==> src/rtl/reg_op_sequencer.sv <==
// Operand sequencer in front of reg_file: accepts one register-to-register
// instruction, reads both sources, computes the ALU result and writes it back.
module reg_op_sequencer #(
    parameter int DATA_W = 8,
    parameter int ADDR_W = 8
) (
    input  logic              clock,
    input  logic              reset,
    input  logic              in_valid,
    output logic              in_ready,
    input  logic [2:0]        in_opcode,
    input  logic [ADDR_W-1:0] in_rd,
    input  logic [ADDR_W-1:0] in_rs1,
    input  logic [ADDR_W-1:0] in_rs2,
    output logic [ADDR_W-1:0] rf_r1_addr,
    output logic [ADDR_W-1:0] rf_r2_addr,
    input  logic [DATA_W-1:0] rf_r1_data,
    input  logic [DATA_W-1:0] rf_r2_data,
    output logic [ADDR_W-1:0] rf_write_addr,
    output logic [DATA_W-1:0] rf_write_data,
    output logic              rf_write_ctrl,
    output logic              done,
    output logic [DATA_W-1:0] result,
    output logic              flag_zero,
    output logic              flag_carry
);

    localparam logic [2:0] OP_ADD  = 3'b000;
    localparam logic [2:0] OP_SUB  = 3'b001;
    localparam logic [2:0] OP_AND  = 3'b010;
    localparam logic [2:0] OP_OR   = 3'b011;
    localparam logic [2:0] OP_XOR  = 3'b100;
    localparam logic [2:0] OP_SHL1 = 3'b101;
    localparam logic [2:0] OP_SHR1 = 3'b110;
    localparam logic [2:0] OP_MOV  = 3'b111;

    typedef enum logic [1:0] {
        IDLE = 2'd0,
        READ = 2'd1,
        EXEC = 2'd2,
        WB   = 2'd3
    } state_t;

    state_t              r_state;
    state_t              w_nextState;
    logic [2:0]          r_opcode;
    logic [ADDR_W-1:0]   r_rd;
    logic [ADDR_W-1:0]   r_r1Addr;
    logic [ADDR_W-1:0]   r_r2Addr;
    logic [DATA_W-1:0]   r_opA;
    logic [DATA_W-1:0]   r_opB;
    logic [DATA_W:0]     r_alu;
    logic [DATA_W:0]     w_aluNext;
    logic [ADDR_W-1:0]   r_writeAddr;
    logic [DATA_W-1:0]   r_result;
    logic                r_flagZero;
    logic                r_flagCarry;

    always_ff @(posedge clock) begin
        if (reset) begin
            r_state <= IDLE;
        end else begin
            r_state <= w_nextState;
        end
    end

    always_comb begin
        w_nextState = r_state;
        case (r_state)
            IDLE:    if (in_valid) w_nextState = READ;
            READ:    w_nextState = EXEC;
            EXEC:    w_nextState = WB;
            WB:      w_nextState = IDLE;
            default: w_nextState = IDLE;
        endcase
    end

    // A reset arriving during WB must not let that cycle's write reach reg_file.
    always_comb begin
        in_ready      = (r_state == IDLE);
        rf_write_ctrl = (r_state == WB) && !reset;
        done          = (r_state == WB) && !reset;
    end

    // Top bit of the 9-bit result is carry, borrow or the shifted-out bit.
    always_comb begin
        w_aluNext = '0;
        case (r_opcode)
            OP_ADD:  w_aluNext = {1'b0, r_opA} + {1'b0, r_opB};
            OP_SUB:  w_aluNext = {1'b0, r_opA} - {1'b0, r_opB};
            OP_AND:  w_aluNext = {1'b0, r_opA & r_opB};
            OP_OR:   w_aluNext = {1'b0, r_opA | r_opB};
            OP_XOR:  w_aluNext = {1'b0, r_opA ^ r_opB};
            OP_SHL1: w_aluNext = {r_opA, 1'b0};
            OP_SHR1: w_aluNext = {r_opA[0], 1'b0, r_opA[DATA_W-1:1]};
            OP_MOV:  w_aluNext = {1'b0, r_opA};
            default: w_aluNext = '0;
        endcase
    end

    always_ff @(posedge clock) begin
        if (reset) begin
            r_opcode    <= '0;
            r_rd        <= '0;
            r_r1Addr    <= '0;
            r_r2Addr    <= '0;
            r_opA       <= '0;
            r_opB       <= '0;
            r_alu       <= '0;
            r_writeAddr <= '0;
            r_result    <= '0;
            r_flagZero  <= 1'b0;
            r_flagCarry <= 1'b0;
        end else begin
            case (r_state)
                IDLE: begin
                    if (in_valid) begin
                        r_opcode <= in_opcode;
                        r_rd     <= in_rd;
                        r_r1Addr <= in_rs1;
                        r_r2Addr <= in_rs2;
                    end
                end
                READ: begin
                    r_opA <= rf_r1_data;
                    r_opB <= rf_r2_data;
                end
                EXEC: begin
                    r_alu       <= w_aluNext;
                    r_writeAddr <= r_rd;
                end
                WB: begin
                    r_result    <= r_alu[DATA_W-1:0];
                    r_flagZero  <= (r_alu[DATA_W-1:0] == '0);
                    r_flagCarry <= r_alu[DATA_W];
                end
                default: ;
            endcase
        end
    end

    assign rf_r1_addr    = r_r1Addr;
    assign rf_r2_addr    = r_r2Addr;
    assign rf_write_addr = r_writeAddr;
    assign rf_write_data = r_alu[DATA_W-1:0];
    assign result        = r_result;
    assign flag_zero     = r_flagZero;
    assign flag_carry    = r_flagCarry;

endmodule

==> config.mk <==
export PLATFORM = sky130hd
export DESIGN_NAME = reg_op_sequencer
export DESIGN_NICKNAME = d
export VERILOG_FILES = /design/src/rtl/reg_op_sequencer.sv
export SDC_FILE = /design/constraint.sdc
export NUM_CORES = 1
export LEC_CHECK = 0
export BUFFER_PORTS_ARGS = -buffer_cell sky130_fd_sc_hd__buf_2
export CORE_MARGIN = 5
export CORE_UTILIZATION = 49
export DETAILED_ROUTE_END_ITERATION = 7
export GPL_TIMING_DRIVEN = 1
export PLACE_DENSITY = 0.83
export SYNTH_ARGS = -nofsm -noshare
export SYNTH_HDL_FRONTEND = slang
export SYNTH_SLANG_ARGS = --single-unit
==> constraint.sdc <==
create_clock -name clock -period 2.6 [get_ports clock]
set_input_delay 0.26 -clock clock [delete_from_list [all_inputs] [get_ports clock]]
set_output_delay 0.26 -clock clock [all_outputs]
set_load 0.03 [all_outputs]
==> results of run 1 <==
through the flow:
step / area (um2) / utilization / setup TNS, ns / total power [mW]
after floorplan: 3860 / - / 0 / 3.55
after global placement: 4360 / 0.567 / 0 / 4.01
after detailed placement: 4360 / 0.567 / 0 / 4.10
after CTS: 4580 / 0.595 / 0 / 5.10
after global routing: 4620 / 0.600 / -0.00774 / 5.61
final: 4620 / 0.600 / 0 / 5.20
power by group through the flow:
stage	Clock, mW	Sequential, mW	Combinational [mW]
floorplan	0	1.62	1.92
global placement	0	1.54	2.47
detailed placement	0	1.56	2.54
CTS	0.999	1.53	2.57
global route	1.05	1.57	2.98
finish	0.979	1.54	2.68
cells in the mapped netlist (6+ instances only):
cell type,n
buf_2,10
nor2_1,55
buf_1,7
a21oi_1,36
o21ai_0,12
dfxtp_1,72
mux2i_1,37
inv_1,24
ha_1,29
buf_4,10
nand2_1,66
xnor2_1,6
metal layers:
metal / routed length, um / GRT usage / up-vias
li1: - / - / 1687
met1: 4100 / 0.256 / 1607
met2: 4560 / 0.316 / 99
met3: 643 / 0.0361 / 14
met4: 171 / 0.0798 / 0
met5: 0 / 0 / -
how the worst max path moves through the flow:
stage	start	endpoint	slack, ns	cells after the start
finish	r_opcode[2]	r_alu[6]	0.12	12
CTS	r_opcode[2]	r_alu[5]	0.02	9
global placement	r_opcode[2]	r_alu[5]	0.10	9
floorplan	r_opcode[1]	r_alu[3]	0.10	9
global route	r_opcode[2]	r_alu[6]	-0.007	12
detailed placement	r_opcode[2]	r_alu[8]	0.05	11
worst max-delay path, cell delays in order (launching register included):
cell      delay, ns
dfxtp_1        0.32
or2_4          0.27
nor2_4         0.15
buf_6          0.14
nor2_1         0.05
xnor2_1        0.12
ha_1           0.37
a211oi_2       0.29
o21ai_1        0.12
buf_4          0.15
a21o_1         0.14
a31oi_1        0.16
nor3_1         0.06
cell type report:
class                   count  share of cell area
multi-input cells         317               0.471
flip-flops and latches     72               0.313
well taps                 102              0.0276
inverters                  25              0.0203
clock buffers              10              0.0276
clock inverters             6              0.0198
repair buffers            104               0.121
cells by family (layout without fill, tap and decap cells):
family | after synthesis | in the layout | share of synthesized area
simple gates | 151 | 151 | 0.167
xor+xnor | 8 | 8 | 0.0181
fa+ha+maj | 30 | 30 | 0.0991
mux | 44 | 44 | 0.138
flops | 72 | 72 | 0.373
compound gates | 84 | 84 | 0.133
buf+inv | 58 | 145 | 0.0713
flip-flops by register name (all words and copies together), names as in the netlist:
name and flops:
r_alu 9, rf_write_addr 8, r_opB 8, flag_carry 1, r_state 2, r_opcode 3
rf_r1_addr 8, rf_r2_addr 8, r_opA 8, r_rd 8, result 8, flag_zero 1
repair_timing:
item	4_1_cts	5_1_grt
hold buffers	0	0
setup endpoints to repair	0	6
resized for setup	0	10
buffers inserted	0	1
==> impl_metrics.ini, run 1 <==
[status]
status = complete, no violations

[clock_network]
path_clk_slew_ns = 0.09
clkLatencyLatePin_ns = 0.35
root_buffer = clkbuf_8
cts_buffer_depth = 2
cts_tree = yes
cts_buffers = 9
h-tree-depth = 3
cts_sinks = 72

[sta]
clock.fmax_mhz = 404
rsz0062_at_grt = true
period_minus_slack_ns = 2.48
slew_headroom = 0.698
timing.final.crit_share = 0.953
worstMarginPinSlew_ns = 0.449
clock_skew_ns = 0.00918
hold_violations = 0
whs_ns = 0.137
setup_viol = 0
drv_slew = 0
fin_ws_ns = 0.122

[floorplan]
num_rows = 32
dieArea_mm2 = 0.00976
start_util = 0.502
die_h_um = 98.8
ios = 91
die_w_um = 98.8
core-area_mm2 = 0.00769

[logic_synthesis]
yosys.cell_types.count = 51
synth_area_leaders = dfxtp_1 (37%), mux2i_1 (9.6%), ha_1 (9.4%)
yosysTopAreaCell = dfxtp_1
synthCells = 447
synth-main-ff-cell = dfxtp_1
postSynthNetCount = 523
yosys_warnings = 0
synth-seq-area-share = 0.373
ys_seq_elements = 72
post_synth_instance_area_mm2 = 0.00386
synthArstFlopShare = 0
synth.top_cell.area_share = 0.373
synth_edf_count = 0
syn_area_per_cell_um2 = 8.64

[min_path]
min_path_type = input pin to flip-flop
whs_path_depth = 3
holdCritStartpoint = in_rs1[1]
min_to = rf_r1_addr[1]

[finish]
ff_latch_area_mm2 = 0.00144
final_common_cell = buf_2
area_growth_pct = 19.5
fill_cells = 684
finalNetCount = 605
layout_common_cells = buf_2 (90), dfxtp_1 (71), nand2_1 (66), nor2_1 (55)
layout.cells.non_filler = 636
drive_above_1_share = 0.251
multi_input_area_mm2 = 0.00217
diodes = 0

[grt]
grt_pass1_wl_mm = 15.7
grtUsageTotal = 0.195
grt_max_degree = 42
grt_pass1_vias = 3310
antenna_found_initial = 0
overflow = 0

[power]
switching_share = 0.422
p_int_mw = 3.01
clockPowerShare = 0.188
p_per_area_mw_per_mm2 = 1130
power.switching_mw = 2.20
pwr-share-comb = 0.516
max-vdd-ir-drop_mv = 0.428
leakagePower_nw = 2.03
p_seq_frac = 0.296

[detailed_routing]
via_count = 3407
first_pass_iters = 5
antenna_left = 0
wl_per_cell_um = 14.9
routed_wl_mm = 9.47
drcViolationCount = 0
drt_iter0_drc = 217
routed_via_density = 5.36

[critical_path]
r2r_start = r_opcode[2]
crit_path_start_kind = flip-flop
r2r_cells = 12
cp.required_ns = 2.81
crit_fanout = 7
timing.rr.end = r_alu[6]
endpoint_kind = flip-flop
worstPathArrival_ns = 2.69
critPathKind = flip-flop to flip-flop
r2r_setup_slack_ns = 0.12

[place]
pre_cts_slack_ns = 0.0533
io_buffers = 90
dp_cells = 619
gp_congestion = 0.881
dp_hpwl_mm = 7.02

[job]
drv_cap = 0
No activity file was read; power rests on OpenSTA's default activity.
==> inputs of run 2 (changes only) <==
--- a/config.mk
+++ b/config.mk
@@ -6,11 +6,12 @@
 export NUM_CORES = 1
 export LEC_CHECK = 0
 export BUFFER_PORTS_ARGS = -buffer_cell sky130_fd_sc_hd__buf_2
+export CORE_ASPECT_RATIO = 0.5
 export CORE_MARGIN = 5
 export CORE_UTILIZATION = 49
 export DETAILED_ROUTE_END_ITERATION = 7
 export GPL_TIMING_DRIVEN = 1
-export PLACE_DENSITY = 0.83
+export PLACE_DENSITY = 0.77
 export SYNTH_ARGS = -nofsm -noshare
 export SYNTH_HDL_FRONTEND = slang
 export SYNTH_SLANG_ARGS = --single-unit
==> run 2 against run 1 <==
Compared with the run above:
- utilization up 2.8 points
- setup slack better by 0.039 ns
- sequential power is essentially flat
- critical path depth stayed put
- first-iteration DRC count is 28% lower
- sequential share of layout area is 0.59 points lower
- sequential cell count did not move
- worst hold slack improved by 0.025 ns
- final area increased by 1.9%
- critical endpoint is now r_alu[5]
==> impl_metrics.ini, run 2 (synthesized netlist as in run 1, its figures left out) <==
[clock_network]
root_buffer = clkbuf_16
path_clk_slew_ns = 0.06
cts_buffers = 9
cts_tree = yes
cts_resized = 0
clkLatencyLatePin_ns = 0.33
holdBufCountCts = 0
h-tree-depth = 3
post_cts_buffers = 0
cts_buffer_depth = 2
cts_sinks = 72

[floorplan]
ios = 91
num_rows = 22
die_h_um = 72.8
start_util = 0.516
core-area_mm2 = 0.00749
dieArea_mm2 = 0.00987
die_w_um = 136

[critical_path]
crit_path_start_kind = flip-flop
endpoint_kind = flip-flop
max_stage_delay_ns = 0.36
cp_top_family = simple AND/OR/NAND/NOR gates
crit_fanout = 7
critPathKind = flip-flop to flip-flop
cp.required_ns = 2.82
crit_path_cell_trace = or2_2, nor2_4, buf_4, nor2_1, xnor2_1, ha_1, o21a_1, o31ai_1, buf_4, and3_1, o311ai_1, nand2_1
worst-path-buf-inv = 2
worstPathArrival_ns = 2.66
slowest_stage = ha_1
crit_path_frequent_cell = buf_4

[sta]
setup-tns-final_ns = 0
hold_violations = 0
slew_headroom = 0.678
drv_slew = 0
clock_skew_ns = 0.00731
period_minus_slack_ns = 2.44
worstMarginPinSlew_ns = 0.479
clock.fmax_mhz = 410
setup_viol = 0
timing.final.crit_share = 0.938

[finish]
largest_register = r_alu
layout_common_cells = buf_2 (90), dfxtp_1 (71), nand2_1 (66), nor2_1 (55)
diodes = 0
final_common_cell = buf_2
area_growth_pct = 21.8
finalNetCount = 605
drive_above_1_share = 0.253
largest_register_ffs = 9
fin_area_mm2 = 0.00470

[grt]
grtUsageTotal = 0.184
overflow = 0
grt_pass1_wl_mm = 14.4
grt_pass1_vias = 2907
grt_max_degree = 33
antenna_found_initial = 0

[power]
p_per_area_mw_per_mm2 = 1160
max-vdd-ir-drop_mv = 0.482
leakagePower_nw = 2.07
totalPowerFinal_mw = 5.44

[detailed_routing]
drt_iter0_drc = 157
first_pass_iters = 4
routed_via_density = 5.14
routed_wl_mm = 9.08
wl_per_cell_um = 14.1
antenna_left = 0
drcViolationCount = 0
via_count = 3301

[place]
io_buffers = 90
dpl_cell_area_mm2 = 0.00437
dp_hpwl_mm = 6.80
gp_congestion = 0.920

[min_path]
min_path_type = input pin to flip-flop

[status]
status = complete, no violations

[job]
drv_cap = 0
[run 2: cell count changes in the layout (fill, tap and decap cells not counted), moves of 2 or more]
cell        delta
clkbuf_16      +9
clkbuf_8       -8
clkinvlp_4     +2
o21ai_1        -2
[run 2: power by group]
part / internal [mW] / switching (mW) / leakage [nW] / total [mW]
combinational: 1.12 / 1.54 / 1.33 / 2.66
clock: 0.771 / 0.469 / 0.145 / 1.24
sequential: 1.32 / 0.213 / 0.588 / 1.54
total: 3.22 / 2.22 / 2.07 / 5.44
[run 2: worst min-delay path, cell delays in order]
cell and delay [ns]:
buf_2 0.07, mux2i_1 0.05, nor2_1 0.07
[run 2: area by class of cell]
| type | instances | area [um2] |
|---|---|---|
| clock buffer | 10 | 239 |
| tap | 108 | 135 |
| timing repair buffer | 104 | 556 |
| fill | 688 | 2780 |
| multi-input combinational | 317 | 2170 |
| inverter | 25 | 93.8 |
| sequential | 72 | 1440 |
| clock inverter | 6 | 67.6 |
[run 2: final timing paths]
kind                 start             to  slack (ns)  depth (start not counted)
min reg2reg  rf_r2_addr[7]  rf_r2_addr[7]        0.45                          2
min          rf_r2_data[7]       r_opB[7]        0.16                          3
max            r_opcode[2]       r_alu[5]        0.16                         12
max reg2reg    r_opcode[2]       r_alu[5]        0.16                         12
[run 2: stage by stage]
step / hold WS (ns) / utilization / setup slack (ns) / instances
2_1_floorplan: 0.396 / - / 0.104 / 447
3_5_place_dp: 0.445 / 0.584 / 0.0566 / 626
6_report: 0.161 / 0.628 / 0.162 / 642
3_3_place_gp: 0.438 / 0.584 / 0.125 / 626
5_1_grt: 0.162 / 0.628 / -0.0138 / 642
4_1_cts: 0.151 / 0.625 / 0.0268 / 642
[run 2: routing by layer]
| metal | global-route usage | part of all wire | vias up |
|---|---|---|---|
| met5 | 0 | 0 | - |
| met4 | 0.0570 | 0.013 | 0 |
| met3 | 0.0558 | 0.078 | 10 |
| met2 | 0.280 | 0.43 | 98 |
| met1 | 0.254 | 0.48 | 1504 |
| li1 | - | - | 1689 |
==> inputs of run 3 (changes only) <==
--- a/config.mk
+++ b/config.mk
@@ -8,10 +8,11 @@
 export BUFFER_PORTS_ARGS = -buffer_cell sky130_fd_sc_hd__buf_2
 export CORE_ASPECT_RATIO = 0.5
 export CORE_MARGIN = 5
-export CORE_UTILIZATION = 49
+export CORE_UTILIZATION = 50
+export CTS_BUF_LIST = sky130_fd_sc_hd__clkbuf_2
 export DETAILED_ROUTE_END_ITERATION = 7
 export GPL_TIMING_DRIVEN = 1
-export PLACE_DENSITY = 0.77
+export PLACE_DENSITY = 0.78
 export SYNTH_ARGS = -nofsm -noshare
 export SYNTH_HDL_FRONTEND = slang
 export SYNTH_SLANG_ARGS = --single-unit
==> run 3 against run 2 <==
Compared with the run above:
- combinational power rose by 2%
- cell count rose by 4.8%
- critical path depth fell by 1
- clock-buffer cell count did not move
- critical path type unchanged
- critical endpoint is now r_alu[8]
- largest cell class unchanged
- highest routed layer unchanged
==> impl_metrics.ini, run 3 (synthesized netlist as in run 1, its figures left out) <==
[grt]
antenna_found_initial = 1
overflow = 0
grt_pass1_vias = 3163
grt_max_degree = 39
grt_pass1_wl_mm = 15.8
grtUsageTotal = 0.204

[power]
totalPowerFinal_mw = 4.89
leakagePower_nw = 2.17
p_per_area_mw_per_mm2 = 990
max-vdd-ir-drop_mv = 0.386

[critical_path]
r2r_setup_slack_ns = 0.17
critPathKind = flip-flop to flip-flop
crit_fanout = 7
endpoint_kind = flip-flop
crit_path_cell_trace = or2_4, nor2_4, buf_4, nor2_1, xnor2_1, ha_1, a211oi_2, o21ai_2, a41oi_2, a41oi_1, o31ai_1
r2r_cells = 11
crit_path_start_kind = flip-flop
worstPathArrival_ns = 2.93
r2r_start = r_opcode[2]
timing.rr.end = r_alu[8]
slowest_stage = dfxtp_2
max_stage_delay_ns = 0.37
cp.required_ns = 3.09

[sta]
clock_skew_ns = 0.0243
drv_slew = 0
setup-tns-final_ns = 0
slew_headroom = 0.472
hold_violations = 0
worstMarginPinSlew_ns = 0.793
clock.fmax_mhz = 411
whs_ns = 0.219
setup_viol = 0
timing.final.crit_share = 0.936
rsz0062_at_grt = false
period_minus_slack_ns = 2.43

[detailed_routing]
drt_iter0_drc = 177
drcViolationCount = 0
routed_wl_mm = 9.84
antenna_left = 0
routed_via_density = 5.16
via_count = 3471
first_pass_iters = 4
wl_per_cell_um = 14.6

[finish]
final_util = 0.664
multi_input_area_mm2 = 0.00219
finalNetCount = 647
final_common_cell = buf_2
area_growth_pct = 27.9
fin_area_mm2 = 0.00494
drive_above_1_share = 0.231
largest_register_ffs = 9
fill_cells = 607
ff_latch_area_mm2 = 0.00144
layout_common_cells = buf_2 (90), dfxtp_1 (70), nand2_1 (66), nor2_1 (55), dlygate4sd3_1 (44)
largest_register = r_alu

[status]
status = complete, no violations

[clock_network]
root_buffer = clkbuf_2
cts_buffers = 9
h-tree-depth = 3
path_clk_slew_ns = 0.20
cts_tree = yes
clkLatencyLatePin_ns = 0.56
post_cts_buffers = 0
cts_buffer_depth = 2
cts_sinks = 72

[place]
io_buffers = 90
gp_congestion = 0.948
dpl_cell_area_mm2 = 0.00434
dp_hpwl_mm = 6.77

[floorplan]
die_h_um = 72.2
core-area_mm2 = 0.00743
dieArea_mm2 = 0.00969
start_util = 0.520
ios = 91
die_w_um = 134
num_rows = 22

[job]
drv_cap = 0

[min_path]
min_to = result[7]
min_path_type = input pin to flip-flop
whs_path_depth = 2
holdCritStartpoint = reset
==> run 3: how the worst max path moves through the flow <==
stage	slack (ns)	start	to	depth (start not counted)
after detailed placement	0.03	r_opcode[2]	r_alu[8]	11
after global routing	0.01	r_opcode[2]	r_alu[5]	11
final	0.17	r_opcode[2]	r_alu[8]	11
after global placement	0.13	r_opcode[2]	r_alu[5]	9
after CTS	0.05	r_opcode[2]	r_alu[5]	9
after floorplan	0.10	r_opcode[1]	r_alu[3]	9
==> run 3: routing by layer <==
metal / track usage / wire (um)
met1: 0.272 / 4660
met2: 0.325 / 4300
met3: 0.0637 / 759
met4: 0.0564 / 110
met5: 0 / 0
==> run 3: per-stage QoR <==
step / worst slack [ns] / instances
6_report: 0.166 / 673
5_1_grt: 0.0141 / 673
4_1_cts: 0.0481 / 672
3_5_place_dp: 0.0294 / 612
3_3_place_gp: 0.133 / 612
2_1_floorplan: 0.104 / 447
==> run 3: critical path: cells and delay by family (launching register included) <==
family / cells / cell delay, ns
fa+ha+maj: 1 / 0.35
buf+inv: 1 / 0.16
compound gates: 5 / 0.88
xor+xnor: 1 / 0.12
simple gates: 3 / 0.48
flops: 1 / 0.37
==> run 3: repair_timing <==
action | in CTS | in global routing
hold endpoints to repair | 44 | 0
pin swaps | 0 | 2
gates resized for setup | 1 | 10
hold buffers | 44 | 0
setup endpoints to repair | 1 | 5
==> run 3: power by group <==
group	switching (mW)	total, mW	internal (mW)	leakage [nW]
Combinational	1.57	2.72	1.15	1.51
Sequential	0.219	1.54	1.32	0.588
Clock	0.406	0.628	0.222	0.0710
Total	2.20	4.89	2.69	2.17
==> run 3: cell type report <==
type | instances | share of cell area
Multi-Input combinational cell | 317 | 0.443
Sequential cell | 72 | 0.292
Timing Repair Buffer | 146 | 0.199
Tap cell | 96 | 0.0243
Inverter | 25 | 0.0190
Clock inverter | 6 | 0.0122
Clock buffer | 10 | 0.0101
Antenna cell | 1 | 0.000507
